$ cat src/rtl/pipepc_ras.sv
// pipepc_ras: fetch-stage program counter with stall, priority redirect and
// a small circular return-address stack (RAS) for predecoded calls/returns.
//
// Build option: define PIPEPC_RAS_EN to build the return-address stack.
// Without it, calls are plain jumps, returns fetch sequentially, and the
// RAS count and sticky flags read as 0.
module pipepc_ras #(
  parameter int PC_W      = 8,
  parameter int INC       = 1,
  parameter int RESET_PC  = 0,
  parameter int RAS_DEPTH = 4
) (
  input  logic                         clk,
  input  logic                         rst,
  input  logic                         wpcir,
  input  logic                         redirect_valid,
  input  logic [PC_W-1:0]              redirect_pc,
  input  logic                         is_call,
  input  logic [PC_W-1:0]              call_target,
  input  logic                         is_ret,
  input  logic                         clr_flags,
  output logic [PC_W-1:0]              o_pc,
  output logic [PC_W-1:0]              pc_plus,
  output logic [$clog2(RAS_DEPTH):0]   ras_count,
  output logic                         ras_overflow,
  output logic                         ras_underflow
);

  localparam int PTR_W = $clog2(RAS_DEPTH);
  localparam int CNT_W = PTR_W + 1;

  logic [PC_W-1:0] r_pc;
  logic [PC_W-1:0] w_next_pc;

  assign o_pc    = r_pc;
  assign pc_plus = r_pc + PC_W'(INC);

  // Fetch PC register; the next value is fully resolved combinationally.
  always_ff @(posedge clk or negedge rst) begin
    // NOTE: sequential state uses non-blocking assignments so every register
    // samples the pre-edge values of its sources, independent of block order.
    if (!rst) r_pc <= PC_W'(RESET_PC);
    else      r_pc <= w_next_pc;
  end

`ifdef PIPEPC_RAS_EN

  logic [PC_W-1:0]  r_ras [RAS_DEPTH];
  logic [PTR_W-1:0] r_top;
  logic [CNT_W-1:0] r_count;
  logic             r_ovf;
  logic             r_unf;

  logic             w_empty;
  logic             w_full;
  logic             w_push;
  logic             w_pop;
  logic             w_replace;
  logic             w_set_ovf;
  logic             w_set_unf;
  logic [PTR_W-1:0] w_push_idx;

  assign w_empty    = (r_count == '0);
  assign w_full     = (r_count == CNT_W'(RAS_DEPTH));
  assign w_push_idx = r_top + PTR_W'(1);

  // Next-PC priority: redirect, stall, call+ret, ret, call, sequential.
  always_comb begin
    // NOTE: every output gets a default first so no path leaves a variable
    // unassigned, which would otherwise infer a latch.
    w_next_pc = r_pc;
    w_push    = 1'b0;
    w_pop     = 1'b0;
    w_replace = 1'b0;
    w_set_unf = 1'b0;
    if (redirect_valid) begin
      w_next_pc = redirect_pc;
    end else if (wpcir) begin
      if (is_call && is_ret) begin
        w_next_pc = call_target;
        if (w_empty) w_push    = 1'b1;
        else         w_replace = 1'b1;
      end else if (is_ret) begin
        if (w_empty) begin
          w_next_pc = pc_plus;
          w_set_unf = 1'b1;
        end else begin
          w_next_pc = r_ras[r_top];
          w_pop     = 1'b1;
        end
      end else if (is_call) begin
        w_next_pc = call_target;
        w_push    = 1'b1;
      end else begin
        w_next_pc = pc_plus;
      end
    end
    w_set_ovf = w_push & w_full;
  end

  // Stack pointer, occupancy and sticky flags; a full push wraps over the oldest.
  always_ff @(posedge clk or negedge rst) begin
    if (!rst) begin
      r_top   <= '0;
      r_count <= '0;
      r_ovf   <= 1'b0;
      r_unf   <= 1'b0;
    end else begin
      if (w_push) begin
        r_top <= w_push_idx;
        if (!w_full) r_count <= r_count + CNT_W'(1);
      end else if (w_pop) begin
        r_top   <= r_top - PTR_W'(1);
        r_count <= r_count - CNT_W'(1);
      end
      r_ovf <= w_set_ovf | (r_ovf & ~clr_flags);
      r_unf <= w_set_unf | (r_unf & ~clr_flags);
    end
  end

  // Return-address storage: push writes above top, call+ret rewrites top.
  always_ff @(posedge clk) begin
    // NOTE: storage has no reset; an entry is only read once ras_count says
    // it was written, so clearing it would only cost reset fan-out.
    if (w_push)         r_ras[w_push_idx] <= pc_plus;
    else if (w_replace) r_ras[r_top]      <= pc_plus;
  end

  assign ras_count     = r_count;
  assign ras_overflow  = r_ovf;
  assign ras_underflow = r_unf;

`else

  logic w_unused_inputs;

  // Next-PC without a stack: calls jump, returns fall through.
  always_comb begin
    w_next_pc = r_pc;
    if (redirect_valid)  w_next_pc = redirect_pc;
    else if (wpcir) begin
      if (is_call) w_next_pc = call_target;
      else         w_next_pc = pc_plus;
    end
  end

  // Returns and flag clears have no effect in this build.
  assign w_unused_inputs = is_ret ^ clr_flags;

  assign ras_count     = '0;
  assign ras_overflow  = 1'b0;
  assign ras_underflow = 1'b0;

`endif

endmodule

$ cat config.mk
export PLATFORM = sky130hd
export DESIGN_NAME = pipepc_ras
export DESIGN_NICKNAME = d
export VERILOG_FILES = /design/src/rtl/pipepc_ras.sv
export SDC_FILE = /design/constraint.sdc
export NUM_CORES = 1
export LEC_CHECK = 0
export BUFFER_PORTS_ARGS = -buffer_cell sky130_fd_sc_hd__clkbuf_2
export CORE_MARGIN = 1
export CORE_UTILIZATION = 39
export DETAILED_ROUTE_END_ITERATION = 16
export PLACE_DENSITY = 0.77
export REMOVE_ABC_BUFFERS = 1
export SYNTH_ARGS = -nofsm -noshare
export SYNTH_HDL_FRONTEND = slang
export SYNTH_SLANG_ARGS = --single-unit
export TNS_END_PERCENT = 30
$ cat constraint.sdc
create_clock -name clk -period 1.8 [get_ports clk]
set_input_delay 0.09 -clock clk [delete_from_list [all_inputs] [get_ports clk]]
set_output_delay 0.09 -clock clk [all_outputs]
set_load 0.005 [all_outputs]
==> run_results.csv, run 1 <==
group,metric,value,unit
power,p_leak,0.420,nW
grt,grt_pass1_vias,573,
floorplan,ioPinCount,44,
clocking,clockBufferDepth,2,
grt,grt-ovfl-total,0,
critical_path,worstPathCellList,"ha_1 > nand2_1 > nor2_1 > xnor2_1 > clkbuf_2",
timing,setup_tns,0,ns
grt,grt_first_pass_wirelength,2480,um
clocking,ctsResizeCount,0,
synth,ys_types,26,
power,power.density,668,nW/um^2
synth,ys_warn_count,0,
min_path,holdPathEnd,"o_pc[0]",
critical_path,worstRegToRegCells,5,
detailed_routing,dr_total_vias,636,
grt,grtUsageTotal,18.3,%
timing,skew,0.000186,ns
cells_and_area,area_growth,32.1,%
critical_path,worstSetupStartpointType,"flip-flop",
clocking,cts.htree.levels,1,
detailed_routing,drt_pass1_iterations,4,
critical_path,path_class,"reg -> out",
placed_design,postPlaceCellArea,781,sq um
critical_path,crit_arrival,1.49,ns
floorplan,die_area,1740,sq um
critical_path,r2r_setup_slack,0.35,ns
critical_path,rr_startpoint,"o_pc[0]",
cells_and_area,antenna_cells,0,
timing,layout_setup_ws,0.218,ns
clocking,clk-insertion-delay-late,0.26,ns
clocking,cts_root_buf,"clkbuf_4",
cells_and_area,largest_register_ffs,8,
placed_design,io_buffers,36,
clocking,ctsHoldBuffers,1,
cells_and_area,final_common_cell,"clkbuf_2",
detailed_routing,drt_wl_total,1550,um
cells_and_area,layout-drive-gt1-share,41.1,%
clocking,cts_setup_buffers,0,
timing,fin_crit,1.58,ns
clocking,clk_pin_slew,0.06,ns
min_path,hold_path_depth,3,
critical_path,path_max_fanout,5,
critical_path,cpMaxStageDelayCell,"dfrtp_1",
critical_path,critPathMaxStageDelay,0.43,ns
power,ir_worst_vdd,0.392,mV
detailed_routing,drt_iter0_markers,16,
placed_design,dp_slack,0.373,ns
timing,clock.fmax,632,MHz
synth,synth.avg_cell_area,8.67,sq um
timing,rsz0062_at_grt,"false",
clocking,cts_buffers,3,
timing,hold_viol_final,0,
floorplan,rows,13,
job,cap_violations,0,
detailed_routing,antenna_left,0,
floorplan,start_util,44.5,%
grt,antenna_found_initial,0,
floorplan,core-area,1380,sq um
critical_path,cp-end-kind,"primary output",
clocking,cts_tree,"done",
timing,slew_viol_final,0,
cells_and_area,mostFrequentLayoutCells,"clkbuf_2, dfrtp_1, nand3_1",
floorplan,die_x,41.7,um
critical_path,rr_endpoint,"o_pc[6]",
detailed_routing,via_per_inst,5.21,
timing,setup_viol_count_final,0,
detailed_routing,remaining_drc_errors,0,
synth,synth_area,616,sq um
cells_and_area,fin_nets,133,
critical_path,cp.required,1.71,ns
placed_design,place_congestion,0.743,
synth,ys_seq_elements,8,
min_path,worstHoldStart,"redirect_pc[0]",
detailed_routing,wire_per_inst,12.7,um
timing,period_share,87.9,%
synth,yosysSeqAreaShare,32.5,%
grt,grt_max_degree,19,
clocking,cts.sinks,8,
placed_design,place_hpwl,1140,um
status,status,"completed",
synth,syn_inst,71,
floorplan,die_h,41.7,um
cells_and_area,final_area,813,sq um
min_path,hold_class,"in -> reg",
[area by class of cell]
type / count / area, sq um
Clock buffer: 3 / 22.5
Fill cell: 131 / 569
Inverter: 3 / 11.3
Multi-Input combinational cell: 55 / 363
Sequential cell: 8 / 200
Tap cell: 15 / 18.8
Timing Repair Buffer: 38 / 198
[how the worst max path moves through the flow]
stage                 start    endpoint  depth (start not counted)
floorplan           o_pc[0]     o_pc[6]                          5
global placement    o_pc[0]     o_pc[6]                          5
detailed placement  o_pc[0]     o_pc[6]                          5
CTS                 o_pc[0]  pc_plus[6]                          5
global route        o_pc[0]  pc_plus[6]                          5
finish              o_pc[0]  pc_plus[6]                          5
[metal layers]
metal	part of all wire [%]	track usage (%)	vias to the layer above
met4	0.84	3.87	0
met1	46	23.1	285
li1	-	-	316
met5	0	0	-
met2	47	29.1	32
met3	6.6	7.83	3
[metrics by stage]
step | hold WS, ns | instances | util [%] | power, mW
after floorplan | -0.206 | 66 | - | 0.306
after global placement | -0.0488 | 118 | 56.5 | 0.395
after detailed placement | -0.0410 | 118 | 56.5 | 0.401
after CTS | 0.0292 | 122 | 58.8 | 0.552
after global routing | 0.0422 | 122 | 58.8 | 0.579
final | 0.0337 | 122 | 58.8 | 0.543
[synthesized netlist by cell type]
master / count / share of area [%]
or2b_1: 1 / 1.2
nor3_2: 1 / 1.6
xnor2_1: 3 / 4.3
nor2_1: 3 / 1.8
mux2i_1: 2 / 3.3
a221o_2: 1 / 1.8
buf_2: 2 / 1.6
clkbuf_1: 1 / 0.61
nand2_1: 5 / 3.0
o21ai_0: 4 / 3.3
a21o_1: 1 / 1.2
ha_1: 1 / 2.0
inv_1: 3 / 1.8
clkbuf_2: 1 / 0.81
nand2b_1: 4 / 4.1
conb_1: 1 / 0.61
nor3b_1: 2 / 2.4
a221o_1: 4 / 6.5
a311oi_1: 1 / 1.4
a21oi_1: 5 / 4.1
buf_4: 5 / 6.1
nand3_2: 2 / 3.3
xor2_1: 3 / 4.3
nand3_1: 6 / 4.9
a221oi_1: 1 / 1.4
dfrtp_1: 8 / 33
[cell families after synthesis]
kind of cell / Yosys count / synth area share, %
other cells: 1 / 0.609
xor+xnor: 6 / 8.54
flops: 8 / 32.5
fa+ha+maj: 1 / 2.03
buf+inv: 12 / 11.0
compound gates: 17 / 19.7
mux: 2 / 3.25
simple gates: 24 / 22.4
[power by group]
group,internal [mW],switching (mW),total (mW),leakage (nW)
Combinational,0.0895,0.0836,0.173,0.309
Clock,0.0767,0.0668,0.144,0.0138
Sequential,0.199,0.0280,0.227,0.0970
[critical path, delay by kind of cell (launching register included)]
kind,cells,cell delay (ns)
XOR/XNOR,1,0.16
adder cells (fa/ha/maj),1,0.26
buffers and inverters,1,0.15
flip-flops,1,0.43
AND/OR/NAND/NOR,2,0.23
(Power assumes the default switching activity.)
==> inputs of run 2 (changes only) <==
Settings changed: CAP_MARGIN set to 25, RECOVER_POWER set to 100.
==> run 2 against run 1 <==
  * Worst setup slack gained 0.0075 ns
  * Core utilization shrank 0.90 points
  * Register-to-register slack gained 0.02 ns
  * Sequential cell count is the same
  * Routed wire length shrank 0.64%
  * Combinational power is essentially flat
  * Maximum frequency grew 0.48%
  * Sequential power is essentially flat
  * Sequential share of layout area grew 0.38 points
  * Via count grew 0.31%
  * Non-clock buffer count is the same
  * First-iteration DRC count shrank 31%
  * Critical path type unchanged
  * Largest cell class unchanged
==> run_results.csv, run 2 (same netlist as run 1, synthesis figures left out) <==
group,metric,value,unit
status,status,"completed",
power,ir_worst_vdd,0.386,mV
placed_design,dp_cells,118,
detailed_routing,wire_per_inst,12.7,um
min_path,holdPathEnd,"o_pc[0]",
min_path,worstHoldStart,"redirect_pc[0]",
floorplan,die_x,41.7,um
grt,grt_max_degree,19,
critical_path,crit_arrival,1.48,ns
cells_and_area,fillers,133,
detailed_routing,drt_pass1_iterations,4,
critical_path,cpMaxStageDelayCell,"dfrtp_1",
critical_path,worstPathCellList,"nand3_1 > nor3_1 > xor2_1 > clkbuf_2",
placed_design,dp_slack,0.373,ns
grt,grt-ovfl-total,0,
cells_and_area,finalNonFillerCells,122,
clocking,cts_root_buf,"clkbuf_4",
clocking,clockBufferDepth,2,
power,p_leak,0.413,nW
detailed_routing,drt_iter0_markers,11,
min_path,hold_path_depth,3,
timing,slew_viol_final,0,
floorplan,ioPinCount,44,
cells_and_area,largest_register_ffs,8,
critical_path,rr_startpoint,"o_pc[0]",
critical_path,r2r_setup_slack,0.37,ns
placed_design,place_hpwl,1140,um
timing,skew,0.000597,ns
timing,clock.fmax,635,MHz
power,totalPowerFinal,0.540,mW
detailed_routing,via_per_inst,5.23,
timing,fin_crit,1.57,ns
timing,hold_viol_final,0,
detailed_routing,drt_wl_total,1540,um
cells_and_area,fin_nets,133,
timing,setup_tns,0,ns
floorplan,die_area,1740,sq um
detailed_routing,antenna_left,0,
clocking,cts_buffers,3,
timing,setup_viol_count_final,0,
clocking,ctsHoldBuffers,1,
floorplan,rows,13,
critical_path,cp-end-kind,"primary output",
detailed_routing,dr_total_vias,638,
cells_and_area,area_growth,30.1,%
floorplan,die_h,41.7,um
critical_path,worstRegToRegCells,5,
critical_path,cp.required,1.71,ns
clocking,clk-insertion-delay-late,0.26,ns
detailed_routing,remaining_drc_errors,0,
min_path,hold_class,"in -> reg",
power,power.density,674,nW/um^2
critical_path,path_class,"reg -> out",
clocking,cts_tree,"done",
timing,layout_setup_ws,0.226,ns
job,cap_violations,0,
cells_and_area,layout-drive-gt1-share,37.4,%
clocking,clk_pin_slew,0.06,ns
timing,rsz0062_at_grt,"false",
critical_path,path_max_fanout,6,
grt,grt_pass1_vias,573,
critical_path,crit_path_start,"o_pc[2]",
grt,grt_first_pass_wirelength,2480,um
placed_design,place_congestion,0.743,
cells_and_area,mostFrequentLayoutCells,"clkbuf_2, dfrtp_1, nand3_1",
timing,whs,0.0339,ns
placed_design,postPlaceCellArea,781,sq um
critical_path,worstSetupStartpointType,"flip-flop",
cells_and_area,antenna_cells,0,
grt,antenna_found_initial,0,
grt,grtUsageTotal,18.3,%
clocking,cts.sinks,8,
critical_path,critPathMaxStageDelay,0.44,ns
clocking,cts.htree.levels,1,
cells_and_area,final_common_cell,"clkbuf_2",
placed_design,io_buffers,36,
floorplan,start_util,44.5,%
critical_path,rr_endpoint,"o_pc[6]",
cells_and_area,fin_util,57.9,%
cells_and_area,final_area,801,sq um
clocking,cts_setup_buffers,0,
timing,period_share,87.5,%
clocking,ctsResizeCount,0,
floorplan,core-area,1380,sq um
==> run 2: cell counts in the layout (fill, tap and decap cells not counted) <==
Identical to the previous run, type by type.
==> run 2: worst max-delay path, delay by kind of cell, from the launching register on <==
family | cells | cell delay, ns
xor gates and xnor gates | 1 | 0.23
and+or+nand+nor | 2 | 0.40
DFF | 1 | 0.44
buffers and inverters | 1 | 0.15
==> run 2: how the worst max path moves through the flow <==
stage,cells past startpoint,slack (ns),end
floorplan,5,0.45,o_pc[6]
global placement,5,0.41,o_pc[6]
detailed placement,5,0.37,o_pc[6]
CTS,5,0.22,pc_plus[6]
global route,4,0.10,pc_plus[7]
finish,4,0.23,pc_plus[7]
==> run 2: per-layer routing <==
layer	wire (um)	up-vias	GRT usage (%)
met5	0	-	0
met4	13	0	3.87
met3	105	3	7.83
met2	734	30	29.1
met1	692	291	23.1
li1	-	314	-
==> run 2: cell type report <==
| cell class | instances | area, sq um | area share (%) |
|---|---|---|---|
| flip-flops and latches | 8 | 200 | 25.0 |
| repair buffers | 38 | 195 | 24.4 |
| clock buffers | 3 | 22.5 | 2.81 |
| inverters | 3 | 11.3 | 1.41 |
| well taps | 15 | 18.8 | 2.34 |
| multi-input cells | 55 | 353 | 44.1 |
==> run 2: power breakdown <==
| group | internal [mW] | switching, mW | total [mW] | leakage, nW |
|---|---|---|---|---|
| Clock | 0.0767 | 0.0669 | 0.144 | 0.0138 |
| Combinational | 0.0882 | 0.0828 | 0.171 | 0.302 |
| Sequential | 0.199 | 0.0267 | 0.226 | 0.0970 |
| Total | 0.364 | 0.176 | 0.540 | 0.413 |
==> inputs of run 3 (changes only) <==
Settings changed: CORE_ASPECT_RATIO set to 1.2, CTS_BUF_LIST set to sky130_fd_sc_hd__clkbuf_16.
==> run 3 against run 2 <==
  * Global-route usage grew 1.8 points
  * Sequential share of layout area shrank 1.3 points
  * First-iteration DRC count is the same
  * Non-clock buffer count shrank 1
  * Count of clock-buffer cells in the layout is the same
  * Largest cell class unchanged
  * Die area is essentially flat
  * Sequential power is essentially flat
  * Highest routed layer unchanged
==> run_results.csv, run 3 (same netlist as run 1, synthesis figures left out) <==
group,metric,value,unit
status,status,"completed",
placed_design,io_buffers,36,
grt,grt_first_pass_wirelength,2240,um
timing,skew,0.00344,ns
cells_and_area,area_growth,37.0,%
detailed_routing,drt_iter0_markers,11,
cells_and_area,antenna_cells,0,
timing,whs,0.0591,ns
floorplan,rows,15,
detailed_routing,drt_pass1_iterations,4,
cells_and_area,mostFrequentLayoutCells,"clkbuf_2, dfrtp_1, nand3_1",
placed_design,dp_slack,0.375,ns
floorplan,core-area,1460,sq um
job,cap_violations,0,
detailed_routing,dr_total_vias,640,
timing,max-slew-margin-rel,52.7,%
clocking,cts_root_buf,"clkbuf_16",
critical_path,cp-end-kind,"primary output",
critical_path,cp_num_buf_inv,1,
clocking,cts_setup_buffers,0,
critical_path,cp.required,1.71,ns
cells_and_area,final_common_cell,"clkbuf_2",
grt,grt_pass1_vias,493,
cells_and_area,fin_nets,132,
floorplan,ioPinCount,44,
detailed_routing,antenna_left,0,
floorplan,die_area,1740,sq um
grt,grt-ovfl-total,0,
detailed_routing,via_per_inst,5.20,
timing,period_share,87.2,%
timing,hold_viol_final,0,
min_path,hold_class,"in -> reg",
timing,tightest_slew,0.707,ns
critical_path,path_max_fanout,6,
clocking,clk-insertion-delay-late,0.24,ns
clocking,cts_tree,"done",
timing,layout_setup_ws,0.230,ns
grt,antenna_found_initial,0,
critical_path,critPathMaxStageDelay,0.43,ns
clocking,clk_pin_slew,0.04,ns
power,p_leak,0.418,nW
timing,clock.fmax,637,MHz
cells_and_area,largest_register_ffs,8,
critical_path,crit_arrival,1.48,ns
clocking,clockBufferDepth,2,
detailed_routing,drt_wl_total,1550,um
critical_path,cpMaxStageDelayCell,"dfrtp_1",
placed_design,place_congestion,0.762,
critical_path,worstPathCellList,"nand3_1 > nor3_1 > xor2_1 > clkbuf_2",
grt,grtUsageTotal,20.1,%
power,totalPowerFinal,0.773,mW
grt,grt_max_degree,19,
cells_and_area,fillers,128,
clocking,cts.htree.levels,1,
detailed_routing,remaining_drc_errors,0,
cells_and_area,layout-drive-gt1-share,33.0,%
timing,fin_crit,1.57,ns
power,ir_worst_vdd,0.478,mV
timing,setup_tns,0,ns
timing,slew_viol_final,0,
timing,setup_viol_count_final,0,
critical_path,crit_family,"simple AND/OR/NAND/NOR gates",
clocking,cts_buffers,3,
placed_design,place_hpwl,1100,um
floorplan,die_x,38.3,um
power,power.density,916,nW/um^2
floorplan,die_h,45.5,um
critical_path,worstSetupStartpointType,"flip-flop",
clocking,cts.sinks,8,
critical_path,path_class,"reg -> out",
detailed_routing,wire_per_inst,12.6,um
floorplan,start_util,42.1,%
timing,rsz0062_at_grt,"false",
==> run 3: timing repair <==
item,4_1_cts,5_1_grt
hold buffers,1,0
endpoints found under the setup margin,0,0
endpoints found under the hold margin,8,0
resized for setup,0,0
==> run 3: worst reg2reg max path, delay by kind of cell (launching register included) <==
kind / cells / cell delay (ns)
flops: 1 / 0.43
compound gates: 1 / 0.35
xor+xnor: 1 / 0.13
simple gates: 2 / 0.44
==> run 3: routing by layer <==
| layer | share of wire [%] | wire [um] | GRT usage [%] |
|---|---|---|---|
| met1 | 42 | 655 | 24.4 |
| met2 | 47 | 732 | 26.1 |
| met3 | 7.0 | 108 | 7.84 |
| met4 | 3.5 | 55 | 19.3 |
| met5 | 0 | 0 | 0 |
==> run 3: area by class of cell <==
type / count / area, sq um / area share, %
multi-input combinational: 55 / 353 / 41.8
clock buffer: 3 / 75.1 / 8.90
sequential: 8 / 200 / 23.7
inverter: 3 / 11.3 / 1.34
timing repair buffer: 37 / 183 / 21.7
tap: 17 / 21.3 / 2.52
==> run 3: report_power, final <==
group | leakage [nW] | internal, mW | total (mW) | switching [mW]
sequential | 0.0970 | 0.200 | 0.226 | 0.0263
combinational | 0.284 | 0.0843 | 0.166 | 0.0814
clock | 0.0370 | 0.287 | 0.381 | 0.0939
==> run 3: path summary, 6_finish.rpt <==
check | slack [ns] | start | cells after the start | endpoint
min in group asynchronous | 0.31 | rst | 2 | o_pc[2]
hold / removal | 0.06 | redirect_pc[2] | 2 | o_pc[2]
setup reg to reg | 0.32 | o_pc[2] | 4 | o_pc[7]
max in group asynchronous | 1.20 | rst | 2 | o_pc[6]
hold reg to reg | 0.66 | o_pc[1] | 2 | o_pc[1]
setup / recovery | 0.23 | o_pc[2] | 4 | pc_plus[7]
==> run 3: stage by stage <==
stage	cells	cell area (sq um)	util, %
final	123	843	57.6
after floorplan	66	574	-
after detailed placement	119	776	53.0
after CTS	123	861	58.8
after global placement	119	776	53.0
after global routing	123	843	57.6
